$ cat config.mk
export PLATFORM = sky130hd
export DESIGN_NAME = regfile_wb_scheduler
export DESIGN_NICKNAME = d
export VERILOG_FILES = /design/src/rtl/regfile_pkg.sv /design/src/rtl/rr_arbiter.sv /design/src/rtl/regfile_wb_scheduler.sv
export SDC_FILE = /design/constraint.sdc
export NUM_CORES = 1
export LEC_CHECK = 0
export CAP_MARGIN = 10
export CORE_MARGIN = 2
export CORE_UTILIZATION = 44
export CTS_CLUSTER_SIZE = 30
export DETAILED_ROUTE_END_ITERATION = 6
export PLACE_DENSITY = 0.81
export SYNTH_ARGS = -nofsm -noshare
export SYNTH_HDL_FRONTEND = slang
export SYNTH_HIERARCHICAL = 1
export SYNTH_SLANG_ARGS = --single-unit
$ cat constraint.sdc
create_clock -name clk -period 3.4 [get_ports clk]
set_input_delay 0.34 -clock clk [delete_from_list [all_inputs] [get_ports clk]]
set_output_delay 0.34 -clock clk [all_outputs]
set_load 0.02 [all_outputs]
$ cat src/rtl/regfile_pkg.sv
// rtl/regfile_pkg.sv - shared register-file widths and write-back request type
package regfile_pkg;

  localparam int REG_IDX_W = 5;
  localparam int XLEN      = 32;
  localparam int NUM_REGS  = 32;

  typedef struct packed {
    logic [REG_IDX_W-1:0] rd;
    logic [XLEN-1:0]      value;
  } wb_req_t;

endpackage

$ cat src/rtl/rr_arbiter.sv
// rtl/rr_arbiter.sv - N-input round-robin arbiter, combinational one-hot grant plus last-grant pointer
module rr_arbiter #(
  parameter  int N     = 3,
  localparam int IDX_W = $clog2(N)
) (
  input  logic         clk,
  input  logic         rst,
  input  logic [N-1:0] req,
  output logic [N-1:0] gnt
);

  logic [IDX_W-1:0] last_q, last_d;
  logic [IDX_W-1:0] cand_idx;
  logic [IDX_W-1:0] win_idx;
  logic             found;
  int               cand;

  // Scan last+1, last+2, ... wrapping at N; the first valid request wins.
  always_comb begin
    gnt      = '0;
    found    = 1'b0;
    win_idx  = last_q;
    cand     = 0;
    cand_idx = '0;
    for (int i = 1; i <= N; i++) begin
      cand = int'(last_q) + i;
      if (cand >= N) cand = cand - N;
      cand_idx = IDX_W'(cand);
      if (!found && req[cand_idx]) begin
        found         = 1'b1;
        gnt[cand_idx] = 1'b1;
        win_idx       = cand_idx;
      end
    end
    last_d = found ? win_idx : last_q;
  end

  always_ff @(posedge clk or posedge rst) begin
    if (rst) last_q <= IDX_W'(N - 1);
    else     last_q <= last_d;
  end

endmodule

$ cat src/rtl/regfile_wb_scheduler.sv
// rtl/regfile_wb_scheduler.sv - register file write-port scheduler with busy scoreboard; WB_FORWARD_EN adds write-cycle forwarding
module regfile_wb_scheduler
  import regfile_pkg::*;
#(
  parameter int N_REQ = 3
) (
  input  logic                       clk,
  input  logic                       rst,
  input  logic [N_REQ-1:0]           req_valid,
  input  logic [REG_IDX_W*N_REQ-1:0] req_rd,
  input  logic [XLEN*N_REQ-1:0]      req_value,
  output logic [N_REQ-1:0]           req_ready,
  input  logic                       issue_valid,
  input  logic [REG_IDX_W-1:0]       issue_rd,
  input  logic [REG_IDX_W-1:0]       issue_rs1,
  input  logic [REG_IDX_W-1:0]       issue_rs2,
  output logic                       issue_stall,
  output logic                       rf_we,
  output logic [REG_IDX_W-1:0]       rf_rd,
  output logic [XLEN-1:0]            rf_wdata,
  output logic [NUM_REGS-1:0]        busy
`ifdef WB_FORWARD_EN
  ,
  output logic                       fwd_rs1_valid,
  output logic [XLEN-1:0]            fwd_rs1_data,
  output logic                       fwd_rs2_valid,
  output logic [XLEN-1:0]            fwd_rs2_data
`endif
);

  logic [N_REQ-1:0]     arb_req, gnt;
  wb_req_t              win;
  logic                 xfer;
  logic                 rf_we_q, rf_we_d;
  logic [REG_IDX_W-1:0] rf_rd_q, rf_rd_d;
  logic [XLEN-1:0]      rf_wdata_q, rf_wdata_d;
  logic [NUM_REGS-1:0]  busy_q, busy_d;
  logic [NUM_REGS-1:0]  fwd_vec, hz_vec;
  logic                 accept;

  // Masking requests under reset keeps req_ready low while rst is held.
  always_comb arb_req = rst ? '0 : req_valid;

  rr_arbiter #(.N(N_REQ)) u_arb (
    .clk (clk),
    .rst (rst),
    .req (arb_req),
    .gnt (gnt)
  );

  assign req_ready = gnt;

  always_comb begin
    win  = '0;
    xfer = |gnt;
    for (int k = 0; k < N_REQ; k++) begin
      if (gnt[k]) begin
        win.rd    = req_rd[REG_IDX_W*k +: REG_IDX_W];
        win.value = req_value[XLEN*k +: XLEN];
      end
    end
    // A grant to x0 is consumed but never reaches the register file.
    rf_we_d    = xfer && (win.rd != '0);
    rf_rd_d    = xfer ? win.rd : rf_rd_q;
    rf_wdata_d = xfer ? win.value : rf_wdata_q;
  end

  always_comb begin
`ifdef WB_FORWARD_EN
    fwd_vec = rf_we_q ? (NUM_REGS'(1) << rf_rd_q) : '0;
`else
    fwd_vec = '0;
`endif
    hz_vec      = busy_q & ~fwd_vec;
    issue_stall = !rst && issue_valid &&
                  (hz_vec[issue_rs1] || hz_vec[issue_rs2] || hz_vec[issue_rd]);
    accept      = issue_valid && !issue_stall;
    // Clear first, then set: a newly issued producer owns the register.
    busy_d = busy_q;
    if (rf_we_q) busy_d[rf_rd_q] = 1'b0;
    if (accept && (issue_rd != '0)) busy_d[issue_rd] = 1'b1;
    busy_d[0] = 1'b0;
  end

`ifdef WB_FORWARD_EN
  always_comb begin
    fwd_rs1_valid = rf_we_q && (rf_rd_q == issue_rs1);
    fwd_rs2_valid = rf_we_q && (rf_rd_q == issue_rs2);
    fwd_rs1_data  = rf_wdata_q;
    fwd_rs2_data  = rf_wdata_q;
  end
`endif

  always_ff @(posedge clk or posedge rst) begin
    if (rst) begin
      rf_we_q    <= 1'b0;
      rf_rd_q    <= '0;
      rf_wdata_q <= '0;
      busy_q     <= '0;
    end else begin
      rf_we_q    <= rf_we_d;
      rf_rd_q    <= rf_rd_d;
      rf_wdata_q <= rf_wdata_d;
      busy_q     <= busy_d;
    end
  end

  assign rf_we    = rf_we_q;
  assign rf_rd    = rf_rd_q;
  assign rf_wdata = rf_wdata_q;
  assign busy     = busy_q;

endmodule

[Yosys cells after proc, flatten, opt, wreduce, memory -nomap -nowiden]
Cells that the tools add are included.
Storage, ports and cells
  register bits: 71
  bits of input ports: 132
  output and inout port bits: 74
  logic and storage cells: 94
Operators by class
  add/sub/neg operators: 6
  $lt $le $gt $ge: 15
  mux-type cells: 40
  bitwise logic cells: 5
  reduce and logical (&&, ||, !) cells: 23
Operator list (count)
  $mux W37: 3
  $mux W32: 2
  $and A32 B32 Y32: 1
  $not A32 Y32: 1
  $or A32 B32 Y32: 1
  $lt A5 B6 Y1 const B: 4
  $bmux W1 S5: 3
  $mux W1: 14
  $logic_and A1 B1 Y1: 12
  $mux W2: 6
  $mux W3: 4
  $demux W1 S5: 2
  $ge A5 B1 Y1 const B: 2
  $reduce_bool A5 Y1: 2
  $ge A3 B2 Y1 const B: 3
  $lt A2 B3 Y1 const B: 3
  $add A2 B2 Y3 const B: 2
  $bmux W1 S2: 3
  $demux W1 S2: 3
  $ge A2 B1 Y1 const B: 3
  $or A3 B3 Y3: 2
  $sub A2 B1 Y2 const B: 3
  $logic_not A1 Y1: 4
  $add A2 B1 Y3 const B: 1
  4 further kinds: 5

[Depth between registers and ports, before layout]
Gate-level depths: netlist (run 1).
  depth in word-level cells: 17
  gate-level depth with buffers: 12
  gate-level depth less buffers: 11

[Cells and area by module]
Netlist (run 1), hierarchy kept.
Modules (own cells, without submodules)
  regfile_wb_scheduler: instances 1, cells an instance 499, area an instance 4702.0 sq um, seq. area each 1726.7 sq um
  rr_arbiter: instances 1, cells an instance 48, area an instance 412.9 sq um, seq. area each 51.3 sq um

[Least setup slack after synthesis (run 1)]
Ideal clock, no wire load.
  kind: flip-flop to flip-flop
  from: reg u_arb.last_q[1]
  to: reg rf_wdata_q[19], in the netlist rf_wdata[19]
  setup time: 78 ps
  data arrival time: 3044 ps
  required time: 3322 ps
  path slack: 279 ps
  stages on the path, launching flop included: 12
  buffers on the path: 3
  period minus slack after synthesis: 3121 ps
  path through: dfstp_2 inv_1 ha_1 buf_6 a211oi_2 a41oi_4 o31ai_1 or3_1 clkbuf_1 clkbuf_1 o22ai_1 a21oi_1
Between the ends
  elaborated cells on any way between the ends: 48
  classes of those cells: add/sub (6); order compare (9); mux (23); bitwise (2); reduce/logical (8)
RTL lines
  start, declared: line rr_arbiter.sv:12  | logic [IDX_W-1:0] last_q, last_d;
  start signal, assigned: line rr_arbiter.sv:39  | if (rst) last_q <= IDX_W'(N - 1);
  start signal, assigned: line rr_arbiter.sv:40  | else last_q <= last_d;
  $add A2 B1 Y3: line rr_arbiter.sv:26  | cand = int'(last_q) + i;
  $ge A3 B2 Y1 / $sub A2 B1 Y2 (equally long branches): line rr_arbiter.sv:27  | if (cand >= N) cand = cand - N;
  $mux W2: line rr_arbiter.sv:27
  $lt A2 B3 Y1 (implied by the code), or another cell as far along: line rr_arbiter.sv:31  | gnt[cand_idx] = 1'b1;
  $logic_and A1 B1 Y1 (implied by the code) / $mux W1 (equally long branches): line rr_arbiter.sv:31, rr_arbiter.sv:29
  $mux W1 (on tied branches): line rr_arbiter.sv:31, rr_arbiter.sv:29
  $demux W1 S2 / $logic_not A1 Y1 (equally long branches)
  $mux W3 / $logic_and A1 B1 Y1 (equally long branches): line rr_arbiter.sv:29  | if (!found && req[cand_idx]) begin
  $or A3 B3 Y3 (no line) / $mux W1 (equally long branches)
  $mux W3 / $logic_not A1 Y1 (equally long branches): line rr_arbiter.sv:29
  $or A3 B3 Y3 (no line) / $logic_and A1 B1 Y1 (equally long branches)
  $mux W3 (*): line rr_arbiter.sv:29
  named net req_ready[1]: line regfile_wb_scheduler.sv:12  | output logic [N_REQ-1:0] req_ready,
  $mux W37 (2 in series): line regfile_wb_scheduler.sv:57  | if (gnt[k]) begin
  end signal, assigned: line regfile_wb_scheduler.sv:103  | rf_wdata_q <= rf_wdata_d;
  end, declared: line regfile_wb_scheduler.sv:36  | logic [XLEN-1:0] rf_wdata_q, rf_wdata_d;
The timed path passes the listed nets; every way through them passes the cells marked *. The select of a mux whose other input is x is not followed.
A chain may end at the register's enable or synchronous reset.

[Final worst setup path (run 1)]
  from: reg u_arb.last_q[1]
  to: out req_ready[1]
Between the ends
  longest elaborated chain between the ends: 12
  elaborated cells on any way between the ends: 44
  classes of those cells: add/sub (6); order compare (9); mux (20); bitwise (2); reduce/logical (7)
Ends and longest elaborated chain (line)
  $add A2 B1 Y3: rr_arbiter.sv:26
  $ge A3 B2 Y1 / $sub A2 B1 Y2 (equally long branches): rr_arbiter.sv:27
  $mux W2: rr_arbiter.sv:27
  $lt A2 B3 Y1 (implied by the code), or another cell as far along: rr_arbiter.sv:31
  $logic_and A1 B1 Y1 (implied by the code) / $mux W1 (equally long branches): rr_arbiter.sv:31, rr_arbiter.sv:29
  $mux W1 (on tied branches): rr_arbiter.sv:31, rr_arbiter.sv:29
  $demux W1 S2 / $logic_not A1 Y1 (equally long branches)
  $mux W3 / $logic_and A1 B1 Y1 (equally long branches): rr_arbiter.sv:29
  $or A3 B3 Y3 (no line) / $mux W1 (equally long branches)
  $mux W3 / $logic_not A1 Y1 (equally long branches): rr_arbiter.sv:29
  $or A3 B3 Y3 (no line) / $logic_and A1 B1 Y1 (equally long branches)
  $mux W3 (*): rr_arbiter.sv:29
  end, declared: regfile_wb_scheduler.sv:12
Every way passes the cells marked *; elsewhere a longest branch is shown, timed or not. The select of a mux whose other input is x is not followed.

==> results of run 1 <==
cell type report:
| class | instances | area [um2] | share of cell area, % |
|---|---|---|---|
| Multi-Input combinational cell | 414 | 2957 | 38.84 |
| Clock inverter | 1 | 5.005 | 0.06575 |
| Clock buffer | 14 | 254.0 | 3.337 |
| Inverter | 13 | 48.80 | 0.6410 |
| Tap cell | 143 | 178.9 | 2.350 |
| Timing Repair Buffer | 248 | 2391 | 31.41 |
| Sequential cell | 71 | 1778 | 23.36 |
what timing repair did:
item | in CTS | in global routing
gates resized for setup | 1 | 3
setup buffers | 0 | 0
endpoints found under the setup margin | 1 | 2
layout by cell type, fill, tap and decap left out, types with 4 or more instances in the layout:
master,n
clkdlybuf4s50_1,200
nand2_1,80
dfrtp_1,70
o22ai_1,62
a21oi_1,44
buf_4,43
o21ai_0,24
a22oi_1,22
mux2i_1,19
o211ai_2,16
inv_1,11
nor2b_1,11
o21ai_2,10
nand3_1,9
clkbuf_16,9
mux4_2,8
mux2_1,8
nand3b_1,7
mux2_2,6
nor2_1,6
and3_1,6
o21ai_1,6
ha_1,6
nor3b_1,5
a21o_1,4
clkbuf_1,4
power groups by stage:
stage | sequential [mW] | clock [mW] | combinational [mW]
3_5_place_dp | 1.81 | 0 | 4.12
3_3_place_gp | 1.79 | 0 | 4.03
6_report | 1.82 | 0.836 | 4.14
4_1_cts | 1.80 | 0.848 | 4.14
2_1_floorplan | 2.06 | 0 | 2.10
5_1_grt | 1.86 | 0.882 | 4.46
cells by family (layout without fill, tap and decap cells):
group	Yosys count	count (layout)	synth area share, %
other	1	1	0.07332
buffers and inverters	62	276	7.534
and+or+nand+nor	155	155	16.19
AOI/OAI and AO/OA	210	210	29.16
DFF	71	71	34.76
adders and majority gates	6	6	1.468
muxes	42	42	10.81
worst max path at each step:
| stage | slack [ps] | startpoint | to | cells past startpoint |
|---|---|---|---|---|
| after floorplan | 280 | u_arb/last_q[1] | rf_wdata[19] | 11 |
| after global placement | 20 | issue_rd[1] | issue_stall | 8 |
| after detailed placement | -40 | issue_rd[1] | issue_stall | 8 |
| after CTS | 10 | issue_rs1[0] | issue_stall | 9 |
| after global routing | 0.7 | u_arb/last_q[1] | req_ready[1] | 8 |
| final | 110 | u_arb/last_q[1] | req_ready[1] | 8 |
worst max-delay path, delay by kind of cell, from the launching register on:
| kind | cells | cell delay (ps) |
|---|---|---|
| adder cells (fa/ha/maj) | 1 | 320 |
| AO/OA/AOI/OAI | 3 | 630 |
| buffers and inverters | 4 | 1130 |
| flip-flops | 1 | 550 |
sequential cells by signal, summed over array words and instances, names as in the netlist:
register,flops
rf_we,1
rf_rd,5
busy,31
u_arb/last_q,2
rf_wdata,32
routing by layer:
metal  global-route usage (%)  vias up
met1                    35.79     2646
met5                        0        -
li1                         -     2494
met2                    51.27      326
met4                    14.98        0
met3                    5.117       48
metrics by stage:
stage | cell area, um2 | hold slack [ps] | util (%) | setup slack (ps) | total power, mW
floorplan | 5115 | 80.46 | - | 278.5 | 4.161
global placement | 7347 | 529.5 | 64.62 | 23.28 | 5.813
detailed placement | 7347 | 550.1 | 64.62 | -42.10 | 5.930
CTS | 7605 | 318.5 | 66.89 | 12.85 | 6.791
global route | 7612 | 381.0 | 66.95 | 0.6954 | 7.199
finish | 7612 | 304.8 | 66.95 | 110.2 | 6.794
==> impl_metrics.env, run 1 <==
export IMPL_status="finished clean"
export IMPL_m1WireLength_um=6922
export IMPL_synth_top_area_cell="dfrtp_1"
export IMPL_first_pass_iters=5
export IMPL_cts_buffers=9
export IMPL_synth_edff_count=0
export IMPL_tritoncts="yes"
export IMPL_num_vias=5514
export IMPL_synth_nets=685
export IMPL_io_pins=206
export IMPL_r2r_end="rf_wdata[30]"
export IMPL_cp_max_fo=14
export IMPL_hold_violations=0
export IMPL_instances_no_fill=904
export IMPL_synth_commonest_cells="nand2_1 (80), dfrtp_1 (70), o22ai_1 (62)"
export IMPL_gp_congestion=0.9821
export IMPL_rsz0062_at_grt="false"
export IMPL_nFillCells=921
export IMPL_area_delta_synth_final_pct=48.83
export IMPL_power_leakage_nw=2.978
export IMPL_synth_most_common_cell="nand2_1"
export IMPL_synth_seq_cells=71
export IMPL_routed_wirelength_um=18630
export IMPL_start_util_pct=44.99
export IMPL_synth_top_cell_area_share_pct=34.25
export IMPL_cp_arrival_ps=2950
export IMPL_ff2ff_path_depth=11
export IMPL_setup_viol=0
export IMPL_die_w_um=111.8
export IMPL_grt_pass1_vias=5649
export IMPL_post_route_drc_count=0
export IMPL_synthFlopType="dfrtp_1"
export IMPL_drtAntennaViolNets=0
export IMPL_synth_cells=547
export IMPL_fin_worst_skew_ps=5.064
export IMPL_start_kind="flip-flop"
export IMPL_highest_layer="met4"
export IMPL_wl_per_cell_um=20.61
export IMPL_grt_max_degree=70
export IMPL_cts_hold_buffers=0
export IMPL_slowest_delay_ps=620
export IMPL_power_frac_clock_pct=12.3
export IMPL_grt_pass1_wl_um=29590
export IMPL_dieArea_um2=12500
export IMPL_fin_crit_sh_pct=96.76
export IMPL_synthTopCellsByArea="dfrtp_1 (34%), o22ai_1 (7.6%), nand2_1 (5.9%), a21oi_1 (4.3%), o211ai_2 (3.9%)"
export IMPL_synth_avg_cell_area_um2=9.351
export IMPL_dr_first_iter_drc_count=408
export IMPL_ys_warnings_count=6
export IMPL_wl_met3_um=1549
export IMPL_crit_path_end_kind="output port"
export IMPL_gr_total_overflow=0
export IMPL_n_antenna_cell=0
export IMPL_cts_sinks=71
export IMPL_cp_slowest_cell="clkdlybuf4s50_1"
export IMPL_worstPathCellList="inv_1 -> ha_1 -> buf_4 -> a211oi_2 -> a41oi_4 -> o31ai_2 -> buf_4 -> clkdlybuf4s50_1"
export IMPL_core_area_um2=11370
export IMPL_clk_latency_ps=330
export IMPL_vias_per_cell=6.100
export IMPL_rrSetupSlack_ps=330
export IMPL_internal_power_mw=3.717
export IMPL_powerDensity_nw_per_um2=892.5
export IMPL_tightest_slew_ps=915.0
export IMPL_power_share_combinational_pct=60.9
export IMPL_synthDistinctLibCells=72
export IMPL_cts_root_buffer="clkbuf_16"
export IMPL_place_hpwl_um=14550
export IMPL_maxSlewHeadroom_pct=39.00
export IMPL_drv_cap=0
export IMPL_htree_levels=3
export IMPL_setup_tns_ps=0
export IMPL_vdd_ir_drop_max_mv=0.4790
export IMPL_placed_cells=889
export IMPL_cp_common_cell="buf_4"
export IMPL_grt_total_usage_pct=29.73
export IMPL_drive_above_1_share_pct=16.29
export IMPL_wl_met2_um=9425
export IMPL_path_clk_slew_ps=50
export IMPL_syn_area_um2=5115
export IMPL_antenna_found_initial=0
export IMPL_num_rows=39
export IMPL_io_buffers=204
export IMPL_hold_class="in2async"
export IMPL_switchingPower_mw=3.077
export IMPL_fin_nets=895
export IMPL_worstPathRequired_ps=3060
export IMPL_async_reset_ff_share_pct=100.0
export IMPL_die_h_um=111.8
export IMPL_fin_crit_ps=3290
export IMPL_ys_seq_area_share_pct=34.76
export IMPL_seqPwrFrac_pct=26.8
export IMPL_fmax_mhz=304.0
export IMPL_rr_startpoint="u_arb/last_q[1]"
export IMPL_slew_viol_final=0
export IMPL_critPathKind="reg2out"
export IMPL_clock_path_buffers=2
export IMPL_p_sw_share_pct=45.29
Note: power is estimated with default switching activity, not from simulation.
==> run 2: changes to the inputs <==
--- a/config.mk
+++ b/config.mk
@@ -7,10 +7,11 @@
 export LEC_CHECK = 0
 export CAP_MARGIN = 10
 export CORE_MARGIN = 2
-export CORE_UTILIZATION = 44
+export CORE_UTILIZATION = 55
 export CTS_CLUSTER_SIZE = 30
 export DETAILED_ROUTE_END_ITERATION = 6
-export PLACE_DENSITY = 0.81
+export DONT_BUFFER_PORTS = 1
+export PLACE_DENSITY = 0.7
 export SYNTH_ARGS = -nofsm -noshare
 export SYNTH_HDL_FRONTEND = slang
 export SYNTH_HIERARCHICAL = 1
==> run 2 against run 1 <==
Against the previous run:
- die area is 19% lower
- utilization is 9.0 points lower
- sequential power is 29% higher
- wire length is 20% lower
- critical endpoint is now rf_we
- largest power group unchanged
- highest routed layer unchanged
==> impl_metrics.env, run 2 (synthesis gave the netlist of run 1 again) <==
export IMPL_status="finished clean"
export IMPL_rsz0062_at_grt="false"
export IMPL_antenna_found_initial=0
export IMPL_num_rows=35
export IMPL_die_h_um=100.4
export IMPL_power_leakage_nw=1.978
export IMPL_power_share_combinational_pct=43.0
export IMPL_dieArea_um2=10090
export IMPL_crit_path_end_kind="flip-flop"
export IMPL_drive_above_1_share_pct=17.94
export IMPL_start_util_pct=56.15
export IMPL_clk_latency_ps=350
export IMPL_worstHoldStart="issue_valid"
export IMPL_grt_total_usage_pct=28.70
export IMPL_core_area_um2=9109
export IMPL_hold_ws_ps=126.7
export IMPL_switchingPower_mw=2.786
export IMPL_hold_violations=0
export IMPL_rrSetupSlack_ps=240
export IMPL_fin_nets=658
export IMPL_routed_wirelength_um=14850
export IMPL_fin_crit_ps=3160
export IMPL_clock_path_buffers=2
export IMPL_cp_max_fo=11
export IMPL_cts_sinks=71
export IMPL_rr_startpoint="u_arb/last_q[1]"
export IMPL_start_kind="flip-flop"
export IMPL_io_buffers=0
export IMPL_busiest_layer="met2"
export IMPL_layout_common_cells="nand2_1 (80), dfrtp_1 (70), o22ai_1 (62)"
export IMPL_io_pins=206
export IMPL_drtAntennaViolNets=0
export IMPL_num_vias=4468
export IMPL_first_pass_iters=5
export IMPL_hold_class="in2reg"
export IMPL_internal_power_mw=2.887
export IMPL_gp_congestion=0.9781
export IMPL_grt_pass1_wl_um=22380
export IMPL_setup_tns_ps=0
export IMPL_cp_arrival_ps=3370
export IMPL_tritoncts="yes"
export IMPL_setup_viol=0
export IMPL_use_met1_pct=36.90
export IMPL_largest_reg_flops=32
export IMPL_fin_crit_sh_pct=92.93
export IMPL_fin_worst_skew_ps=11.27
export IMPL_seqPwrFrac_pct=41.5
export IMPL_gr_total_overflow=0
export IMPL_cp_startpoint="u_arb/last_q[1]"
export IMPL_maxSlewHeadroom_pct=40.81
export IMPL_worstPathRequired_ps=3610
export IMPL_drv_cap=0
export IMPL_dr_first_iter_drc_count=311
export IMPL_vias_per_cell=7.036
export IMPL_nFillCells=795
export IMPL_place_hpwl_um=11230
export IMPL_die_w_um=100.4
export IMPL_cts_buffers=9
export IMPL_tightest_slew_ps=887.8
export IMPL_htree_levels=3
export IMPL_grt_pass1_vias=4233
export IMPL_grt_util_met3_pct=5.710
export IMPL_power_frac_clock_pct=15.5
export IMPL_critPathKind="reg2reg"
export IMPL_wl_per_cell_um=23.38
export IMPL_slew_viol_final=0
export IMPL_n_antenna_cell=0
export IMPL_final_util_pct=57.98
export IMPL_fmax_mhz=316.5
export IMPL_area_delta_synth_final_pct=3.254
export IMPL_grt_max_degree=70
export IMPL_post_route_drc_count=0
export IMPL_mostFrequentLayoutCell="nand2_1"
export IMPL_p_sw_share_pct=49.11
export IMPL_powerDensity_nw_per_um2=1074
export IMPL_cts_setup_buffers=0
export IMPL_grt_use_met2_pct=48.22
export IMPL_cts_root_buffer="clkbuf_8"
export IMPL_vdd_ir_drop_max_mv=0.6741
export IMPL_path_clk_slew_ps=80
run 2: worst max-delay path, cell delays in order, from the launching register on:
cell	delay, ps
dfstp_2	560
inv_1	90
ha_1	520
mux2_2	390
a21oi_2	270
o311ai_2	180
nor2b_1	240
a22oi_1	170
o21ai_0	170
nor4_1	340
nand2_1	90
run 2: what timing repair did:
action | 4_1_cts | 5_1_grt
resized for setup | 0 | 3
endpoints found under the setup margin | 0 | 6
hold buffers | 1 | 0
hold endpoints to repair | 2 | 0
run 2: path summary, 6_finish.rpt:
| check | end | cells after the start |
|---|---|---|
| max | rf_we | 10 |
| min | busy[4] | 2 |
| max reg2reg | rf_we | 10 |
| min reg2reg | u_arb/last_q[1] | 2 |
| max in group asynchronous | busy[19] | 2 |
| min in group asynchronous | busy[9] | 2 |
run 2: final cells by class:
cell class	instances	area, um2	area share [%]
multi-input combinational	414	2969	56.22
sequential	71	1778	33.67
tap	111	138.9	2.630
clock inverter	6	133.9	2.535
clock buffer	9	123.9	2.345
timing repair buffer	11	88.84	1.682
inverter	13	48.80	0.9240
run 2: power groups by stage:
stage / Clock [mW] / Combinational [mW] / Sequential (mW)
floorplan: 0 / 2.10 / 2.06
global placement: 0 / 2.31 / 2.34
detailed placement: 0 / 2.40 / 2.35
CTS: 0.889 / 2.41 / 2.34
global route: 0.934 / 2.71 / 2.39
finish: 0.880 / 2.44 / 2.35
run 2: stage by stage:
step                instances  worst slack [ps]  total power, mW  instance area [um2]
floorplan                 547             278.5            4.161                 5115
global placement          619             267.6            4.649                 4997
detailed placement        619             172.2            4.755                 4997
CTS                       635             145.5            5.637                 5265
global route              635             24.55            6.035                 5281
finish                    635             240.4            5.674                 5281
run 2: layer usage:
layer	wire, um	part of all wire (%)	up-vias
li1	-	-	2004
met1	5954	40	2167
met2	7410	50	262
met3	1116	7.5	35
met4	365	2.5	0
met5	0	0	-
==> run 3: changes to the inputs <==
--- a/config.mk
+++ b/config.mk
@@ -7,11 +7,11 @@
 export LEC_CHECK = 0
 export CAP_MARGIN = 10
 export CORE_MARGIN = 2
-export CORE_UTILIZATION = 55
+export CORE_UTILIZATION = 44
+export CTS_CLUSTER_DIAMETER = 120
 export CTS_CLUSTER_SIZE = 30
 export DETAILED_ROUTE_END_ITERATION = 6
-export DONT_BUFFER_PORTS = 1
-export PLACE_DENSITY = 0.7
+export PLACE_DENSITY = 0.81
 export SYNTH_ARGS = -nofsm -noshare
 export SYNTH_HDL_FRONTEND = slang
 export SYNTH_HIERARCHICAL = 1
==> constraint.sdc (replaced) <==
create_clock -name clk -period 3.4 [get_ports clk]
set_input_delay 0.34 -clock clk [delete_from_list [all_inputs] [get_ports clk]]
set_output_delay 0.34 -clock clk [all_outputs]
set_load 0.05 [all_outputs]
==> run 3 against run 2 <==
Against the previous run:
- sequential share of layout area is 10 points lower
- register-to-register slack worse by 20 ps
- sequential power is 24% lower
- largest cell class unchanged
- highest routed layer unchanged
==> impl_metrics.env, run 3 (synthesis gave the netlist of run 1 again) <==
export IMPL_wl_per_cell_um=20.12
export IMPL_drtAntennaViolNets=0
export IMPL_dieArea_um2=12500
export IMPL_switchingPower_mw=4.040
export IMPL_clk_latency_ps=340
export IMPL_routed_wirelength_um=17770
export IMPL_status="finished clean"
export IMPL_area_delta_synth_final_pct=48.17
export IMPL_power_share_combinational_pct=65.0
export IMPL_cts_buffers=9
export IMPL_dr_first_iter_drc_count=407
export IMPL_antenna_found_initial=0
export IMPL_maxSlewHeadroom_pct=32.05
export IMPL_drv_cap=0
export IMPL_crit_path_end_kind="output port"
export IMPL_vias_per_cell=6.076
export IMPL_pre_cts_ws_ps=-106.4
export IMPL_largest_reg_flops=32
export IMPL_first_pass_iters=6
export IMPL_gr_total_overflow=0
export IMPL_path_clk_slew_ps=60
export IMPL_nFillCells=911
export IMPL_cp_common_cell="buf_4"
export IMPL_htree_levels=3
export IMPL_start_util_pct=44.99
export IMPL_cts_hold_buffers=0
export IMPL_ff_latch_area_um2=1778
export IMPL_cp_depth=9
export IMPL_grt_total_usage_pct=28.29
export IMPL_rsz0062_at_grt="false"
export IMPL_fin_crit_sh_pct=96.63
export IMPL_cts_root_buffer="clkbuf_16"
export IMPL_critPathKind="in2out"
export IMPL_crit_family="buffers and inverters"
export IMPL_tightest_slew_ps=1012
export IMPL_io_buffers=204
export IMPL_io_pins=206
export IMPL_hold_class="in2async"
export IMPL_die_w_um=111.8
export IMPL_num_rows=39
export IMPL_cts_sinks=71
export IMPL_ff2ff_path_depth=13
export IMPL_power_frac_clock_pct=12.6
export IMPL_multi_input_area_um2=2978
export IMPL_instances_no_fill=883
export IMPL_num_vias=5365
export IMPL_vdd_ir_drop_max_mv=0.6987
export IMPL_grt_pass1_wl_um=28220
export IMPL_seqPwrFrac_pct=22.5
export IMPL_placed_cells=868
export IMPL_internal_power_mw=3.931
export IMPL_start_kind="input pin"
export IMPL_die_h_um=111.8
export IMPL_setup_viol=0
export IMPL_worstPathRequired_ps=3060
export IMPL_clock_path_buffers=2
export IMPL_rr_startpoint="u_arb/last_q[1]"
export IMPL_grt_max_degree=70
export IMPL_setup_ws_ps=114.7
export IMPL_power_leakage_nw=2.901
export IMPL_n_antenna_cell=0
export IMPL_post_route_drc_count=0
export IMPL_cts_setup_buffers=0
export IMPL_cp_slowest_cell="clkdlybuf4s50_1"
export IMPL_place_hpwl_um=13560
export IMPL_crit_buf_inv=3
export IMPL_fin_nets=874
export IMPL_hold_violations=0
export IMPL_fmax_mhz=304.4
export IMPL_cp_max_fo=11
export IMPL_cp_arrival_ps=2950
export IMPL_fin_crit_ps=3285
export IMPL_powerDensity_nw_per_um2=1052
export IMPL_worstPathCellList="clkdlybuf4s50_1 -> buf_4 -> mux2_1 -> a22oi_1 -> o2111a_1 -> o32a_2 -> nand4b_1 -> and3_1 -> buf_4"
export IMPL_slowest_delay_ps=800
export IMPL_layout_common_cells="clkdlybuf4s50_1 (199), nand2_1 (80), dfrtp_1 (70)"
export IMPL_grt_pass1_vias=5522
export IMPL_core_area_um2=11370
export IMPL_r2r_end="rf_we"
export IMPL_fin_worst_skew_ps=5.588
export IMPL_p_sw_share_pct=50.68
export IMPL_drive_above_1_share_pct=15.41
export IMPL_gp_congestion=0.9434
export IMPL_rrSetupSlack_ps=220
export IMPL_slew_viol_final=0
export IMPL_mostFrequentLayoutCell="clkdlybuf4s50_1"
export IMPL_tritoncts="yes"
==> run 3: power groups by stage <==
stage,combinational (mW),clock [mW],sequential [mW]
floorplan,2.16,0,2.95
global placement,5.00,0,1.76
detailed placement,5.14,0,1.78
CTS,5.17,1.01,1.77
global route,5.48,1.04,1.85
finish,5.18,1.00,1.79
==> run 3: layout make-up <==
| cell class | count | share of cell area, % |
|---|---|---|
| clock inverters | 4 | 0.9245 |
| flip-flops and latches | 71 | 23.46 |
| inverters | 13 | 0.6439 |
| clock buffers | 11 | 3.203 |
| multi-input cells | 414 | 39.29 |
| repair buffers | 227 | 30.11 |
| well taps | 143 | 2.361 |
==> run 3: per-stage QoR <==
stage / hold WS, ps / utilization [%] / power (mW) / instance area [um2] / setup TNS (ps)
detailed placement: 541.4 / 63.73 / 6.914 / 7246 / -106.4
floorplan: 80.46 / - / 5.109 / 5124 / 0
CTS: 387.4 / 66.56 / 7.952 / 7567 / 0
global route: 427.4 / 66.66 / 8.375 / 7579 / 0
global placement: 529.1 / 63.73 / 6.756 / 7246 / 0
finish: 390.4 / 66.66 / 7.972 / 7579 / 0
==> run 3: how the worst max path moves through the flow <==
stage                    startpoint  slack (ps)            to
finish                  issue_rd[1]         110   issue_stall
global route            issue_rd[1]         0.5   issue_stall
CTS                    issue_rs1[0]          70   issue_stall
detailed placement              rst        -110         rf_we
global placement       issue_rs1[0]          60   issue_stall
floorplan           u_arb/last_q[1]          40  rf_wdata[19]
==> run 3: routing by layer <==
metal  up-vias  part of all wire [%]  global-route usage (%)
li1       2439                     -                       -
met1      2602                    39                   33.68
met2       275                    51                   49.58
met3        49                   7.5                   5.553
met4         0                   3.0                   12.51
met5         -                     0                       0
==> run 3: repair_timing <==
| item | 4_1_cts | 5_1_grt |
|---|---|---|
| gates resized for setup | 1 | 4 |
| endpoints found under the setup margin | 1 | 14 |
| hold endpoints to repair | 0 | 0 |
==> run 3: worst register-to-register path: cells and delay by family (launching register included) <==
kind	cells	cell delay (ps)
adders and majority gates	1	440
DFF	1	560
AOI/OAI and AO/OA	4	800
buffers and inverters	3	470
and+or+nand+nor	5	780
